==> src/rtl/clkdiv_pkg.sv <==
// clkdiv_pkg: shared divide-ratio defaults and duty-cycle helper
package clkdiv_pkg;

   localparam int MCLK_DIV_DEFAULT = 4;
   localparam int AUX_DIV_DEFAULT  = 50_000_000;

   // Number of high cycles per period; odd ratios get the extra cycle high
   function automatic int high_cycles(input int div);
      return (div + 1) / 2;
   endfunction

endpackage

==> src/rtl/clkdiv_stage.sv <==
// clkdiv_stage: one registered divide-by-DIV clock with ceil(DIV/2) high cycles
module clkdiv_stage
   import clkdiv_pkg::*;
#(
   parameter int DIV = 2
) (
   input  logic clk,
   input  logic rst,
   output logic out
);

   localparam int W = $clog2(DIV);
   localparam logic [W-1:0] H    = W'(high_cycles(DIV));
   localparam logic [W-1:0] LAST = W'(DIV - 1);

   if (DIV < 2) begin : g_bad_div
      $error("clkdiv_stage: DIV must be at least 2, got %0d", DIV);
   end

   // Power-up values match the reset values
   logic [W-1:0] cnt = '0;
   logic         q   = 1'b0;

   // Phase counter and output flop; output decoded from the pre-increment count
   always_ff @(posedge clk or posedge rst)
      if (rst) begin
         cnt <= '0;
         q   <= 1'b0;
      end else begin
         q   <= cnt < H;
         cnt <= cnt == LAST ? '0 : cnt + W'(1);
      end

   assign out = q;

endmodule

==> src/rtl/clkdiv.sv <==
// clkdiv: derives mclk and aux_clk from clk with two independent divider stages
module clkdiv
   import clkdiv_pkg::*;
#(
   parameter int MCLK_DIV = MCLK_DIV_DEFAULT,
   parameter int AUX_DIV  = AUX_DIV_DEFAULT
) (
   input  logic rst,
   input  logic clk,
   output logic mclk,
   output logic aux_clk
);

   // Both stages share clk and rst so they leave reset on the same edge
   clkdiv_stage #(.DIV(MCLK_DIV)) u_mclk (
      .clk (clk),
      .rst (rst),
      .out (mclk)
   );

   clkdiv_stage #(.DIV(AUX_DIV)) u_aux (
      .clk (clk),
      .rst (rst),
      .out (aux_clk)
   );

endmodule

==> config.mk <==
export PLATFORM = sky130hd
export DESIGN_NAME = clkdiv
export DESIGN_NICKNAME = d
export VERILOG_FILES = /design/src/rtl/clkdiv_pkg.sv /design/src/rtl/clkdiv_stage.sv /design/src/rtl/clkdiv.sv
export SDC_FILE = /design/constraint.sdc
export NUM_CORES = 1
export LEC_CHECK = 0
export CAP_MARGIN = 20
export CORE_MARGIN = 2
export CORE_UTILIZATION = 36
export DETAILED_ROUTE_END_ITERATION = 10
export DONT_BUFFER_PORTS = 1
export GPL_ROUTABILITY_DRIVEN = 0
export PLACE_DENSITY = 0.5
export SLEW_MARGIN = 0
export SYNTH_ARGS = -nofsm -noshare
export SYNTH_HDL_FRONTEND = slang
export SYNTH_SLANG_ARGS = --single-unit
==> constraint.sdc <==
create_clock -name clk -period 3.6 [get_ports clk]
set_input_delay 0.36 -clock clk [delete_from_list [all_inputs] [get_ports clk]]
set_output_delay 0.36 -clock clk [all_outputs]
set_load 0.02 [all_outputs]
; ---- Word-level counts from Yosys, hierarchy flattened
; Cells that the tools add are included.
[word_totals]
ram_bits = 0
n_memories = 0
in_bits = 2
elab_cells = 12
latch_bits = 0
rom_bits = 0
register_bits = 30
[op_classes]
div = 0
muxes = 2
shifts = 0
n_bitwise = 0
n_reduce_logical = 0
addsub = 2
mul = 0
magnitude_cmp = 2
eq_ne = 2
[op_table]
columns = op, count
row1 = $add 26x1->26 const B, 1
row2 = $eq 26x26->1 const B, 1
row3 = $lt 26x25->1 const B, 1
row4 = $mux 26, 1
row5 = $add 2x1->2 const B, 1
row6 = $eq 2x2->1 const B, 1
row7 = $lt 2x2->1 const B, 1
row8 = $mux 2, 1

; ---- Longest topological paths before layout
[depth]
ltp_word = 2
mapped_depth = 6
ltp_nobuf = 5

; ---- Hierarchy
; Synthesis repeated with hierarchy kept, for this count alone.
[unflattened]
hier_cells = 143
hier_area_um2 = 1452.6
[modules_own_cells]
columns = mod, seq_area_each_um2, cells_each, area_each_um2, n_inst
row1 = clkdiv_stage at u_aux, 675.6, 136, 1353.8, 1
row2 = clkdiv_stage at u_mclk, 75.1, 7, 98.8, 1

; ---- Worst setup path before layout
; No wires, ideal clock.
[synth_timing]
path_type = register -> register
startpoint = register u_aux.cnt[8]
endpoint = register u_aux.cnt[1]
setup_ps = 120
path_buffers = 0
t_arrival_ps = 1999
stages_incl_launch_ff = 5
setup_slack_ps = 1481
cell_sequence = dfrtp_1 > or4_4 > or4_4 > nor4_4 > and2b_2
[synth_via]
elab_chain_cells = 2
[synth_lines]
columns = element, line_no
row1 = "start, declared", clkdiv_stage.sv:21  ; logic [W-1:0] cnt = '0;
row2 = "start signal, assigned", clkdiv_stage.sv:31  ; cnt <= cnt == LAST ? '0 : cnt + W'(1);
row3 = $eq 26x26->1, clkdiv_stage.sv:31
row4 = $mux 26, clkdiv_stage.sv:31
; Every way passes these cells.

; ---- Worst setup path after layout
[layout_timing]
startpoint = register u_aux.cnt[8]
endpoint = register u_aux.cnt[19]
[layout_via]
elab_chain_cells = 2
[layout_lines]
columns = element, line_no
row1 = $add 26x1->26 / $eq 26x26->1 (equally long branches), clkdiv_stage.sv:31
row2 = $mux 26 *, clkdiv_stage.sv:31
; Mark *: on every way between the ends. The rest lies on a longest branch, timed or not.

==> flow_summary.yaml <==
sta:
  relSlewSlack_pct: 55.9
  setup_violations: 0
  period_share_pct: 68.2
  hold_slack_ps: -17.7
  slew_viol_final: 0
  setup_tns_ps: 0
  fin_skew_ps: 7.56
  fmax_mhz: 407
  worstMarginPinSlew_ps: 656
  fin_crit_ps: 2450
  grt_setup_unrepaired: "false"
  hold_viol_final: 12
logic_synthesis:
  synth_ff_type: "dfrtp_1"
  ys_warn_count: 0
  synthCells: 144
  ys_top_cells_by_area: "dfrtp_1 (50%), xnor2_1 (5.9%), xor2_1 (4.1%)"
  yosysUniqueCellTypes: 32
  syn_area_mm2: 0.00149
  yosysTopAreaCellShare_pct: 50.3
  async_flop_share_pct: 100
  synth-seq-cells: 30
  synth-edff-count: 0
  synth_fp_nets: 149
  ys_seq_area_share_pct: 50.3
  synth_top_cell_by_area: "dfrtp_1"
  synth.avg_cell_area_um2: 10.4
floorplanning:
  io_pins: 4
  dieArea_mm2: 0.00467
  die_w_um: 68.4
  die-height_um: 68.4
  coreArea_mm2: 0.00400
  num_rows: 23
  start_util_pct: 37.3
power_and_ir_drop:
  powerDensity_mw_per_mm2: 408
  p_leak_nw: 0.696
  ir_drop_mv: 0.209
  finalPower_mw: 0.676
drt:
  ant_nets: 0
  dr.first_iter.drc_count: 75
  firstDrtPassIters: 4
  routed_wl_um: 2970
  drt-met1-wl_um: 1320
  dr_wl_met2_um: 1500
  vias: 1113
  wl_met3_um: 106
  wl_per_cell_um: 14.8
  routed.top_layer: "met4"
  via_per_inst: 5.54
  drc_errors: 0
clock_tree:
  root_buffer: "clkbuf_8"
  clkLatencyLatePin_ps: 290
  cts_made_buffers: 5
  htreeDepth: 2
  cts.sinks: 30
  clock_path_buffers: 2
  cts_tree: "built"
  post_cts_buffers: 0
  ctsResizeCount: 0
  clkTransAtPathRegs_ps: 70
  holdBufCountCts: 0
worst_setup_path:
  cp.required_ps: 3760
  r2r-start: "u_aux.cnt[8]"
  crit_arrival_ps: 2610
  path_max_fanout: 12
  crit_path_start_kind: "register"
  endpoint_kind: "register"
  worstSetupPathType: "register to register"
  crit_start: "u_aux.cnt[8]"
run:
  maxCapViolCount: 0
global_route:
  grt_pass1_vias: 1138
  track_usage_pct: 15.9
  antenna_found_initial: 0
  gr-total-overflow: 0
  grt_pass1_wl_um: 5260
  grt_max_degree: 19
layout:
  synthToLayoutAreaGrowth_pct: 11.2
  multi_input_area_um2: 702
  regArea_um2: 751
  drive_gt1_share_pct: 11.9
  fillers: 376
  num-nets-final: 155
  antenna_cells: 0
placement:
  portBuffers: 0
  dp_hpwl_um: 2160
hold_path:
  hold_class: "input pin to async pin"
run_status:
  status: "finished with violations"
  violations: "hold timing"
[through the flow]
| stage | utilization [%] | std cells | setup slack (ps) | instance area (um2) |
|---|---|---|---|---|
| 6_report | 41.4 | 201 | 1150 | 1660 |
| 5_1_grt | 41.4 | 201 | 1060 | 1660 |
| 4_1_cts | 41.4 | 201 | 1100 | 1660 |
| 3_5_place_dp | 38.7 | 193 | 1140 | 1550 |
| 3_3_place_gp | 38.7 | 193 | 1220 | 1550 |
| 2_1_floorplan | - | 144 | 1480 | 1490 |
[cells by family after synthesis]
family	after synthesis	synth area share [%]
AO/OA/AOI/OAI	19	7.89
XOR/XNOR	17	9.98
adder cells (fa/ha/maj)	3	2.52
buffers and inverters	8	2.60
flip-flops	30	50.3
AND/OR/NAND/NOR	67	26.7
[final cells by class]
type | count | share of cell area (%)
sequential | 30 | 45.3
clock inverter | 3 | 2.42
multi-input combinational | 106 | 42.3
tap | 50 | 3.77
timing repair buffer | 2 | 0.906
inverter | 5 | 1.13
clock buffer | 5 | 4.15
[layer usage]
| layer | up-vias | global-route usage, % |
|---|---|---|
| li1 | 533 | - |
| met1 | 559 | 19.6 |
| met2 | 15 | 24.9 |
| met3 | 6 | 3.95 |
| met4 | 0 | 9.75 |
| met5 | - | 0 |
[path summary, 6_finish.rpt]
check / end / slack, ps / depth (start not counted)
hold / removal: u_aux.cnt[10] / -20 / 1
min in group clk: u_mclk.cnt[0] / 420 / 1
hold reg to reg: u_mclk.cnt[0] / 420 / 1
setup reg to reg: u_aux.cnt[19] / 1150 / 5
setup / recovery: u_aux.cnt[19] / 1150 / 5
max in group asynchronous: u_aux.cnt[22] / 3000 / 2
[critical path, cell delays in order, from the launching register on]
cell and delay [ps]:
dfrtp_1 440, or4_4 540, or4_4 500, nor4_4 510
buf_4 270, a21oi_1 60
[state kept, by name, summed over array words and instances (netlist names)]
name / cells
u_aux.out: 1
u_mclk.cnt: 2
u_mclk.out: 1
u_aux.cnt: 26
[where the power goes]
group	total [mW]	switching, mW	internal [mW]
clock	0.331	0.128	0.203
sequential	0.337	0	0.337
combinational	0.00718	0.00638	0.000801
total	0.676	0.135	0.541
[cells in the final DEF, fill, tap and decap left out, drive strengths merged, types with 4 or more instances in the layout]
| cell type | n |
|---|---|
| o31ai | 5 |
| nand3 | 10 |
| and4 | 4 |
| or4 | 7 |
| nor3 | 4 |
| nand2 | 11 |
| nor4 | 4 |
| nor2 | 13 |
| a21oi | 8 |
| inv | 5 |
| dfrtp | 30 |
| clkbuf | 5 |
| xor2 | 7 |
| nand4 | 6 |
| xnor2 | 10 |
[synth_stat cells (2+ instances only)]
cell type / count
dfrtp_1: 30
nor2_1: 13
nand2_1: 11
nand3_1: 10
xnor2_1: 10
a21oi_1: 8
xor2_1: 7
inv_1: 5
nand4_1: 5
o31ai_1: 5
or4_1: 5
nor3_1: 4
ha_1: 3
nor4_1: 3
o21ai_0: 3
or3_1: 3
and4_1: 2
and4_2: 2
or4_4: 2
No activity file was read; power rests on OpenSTA's default activity.
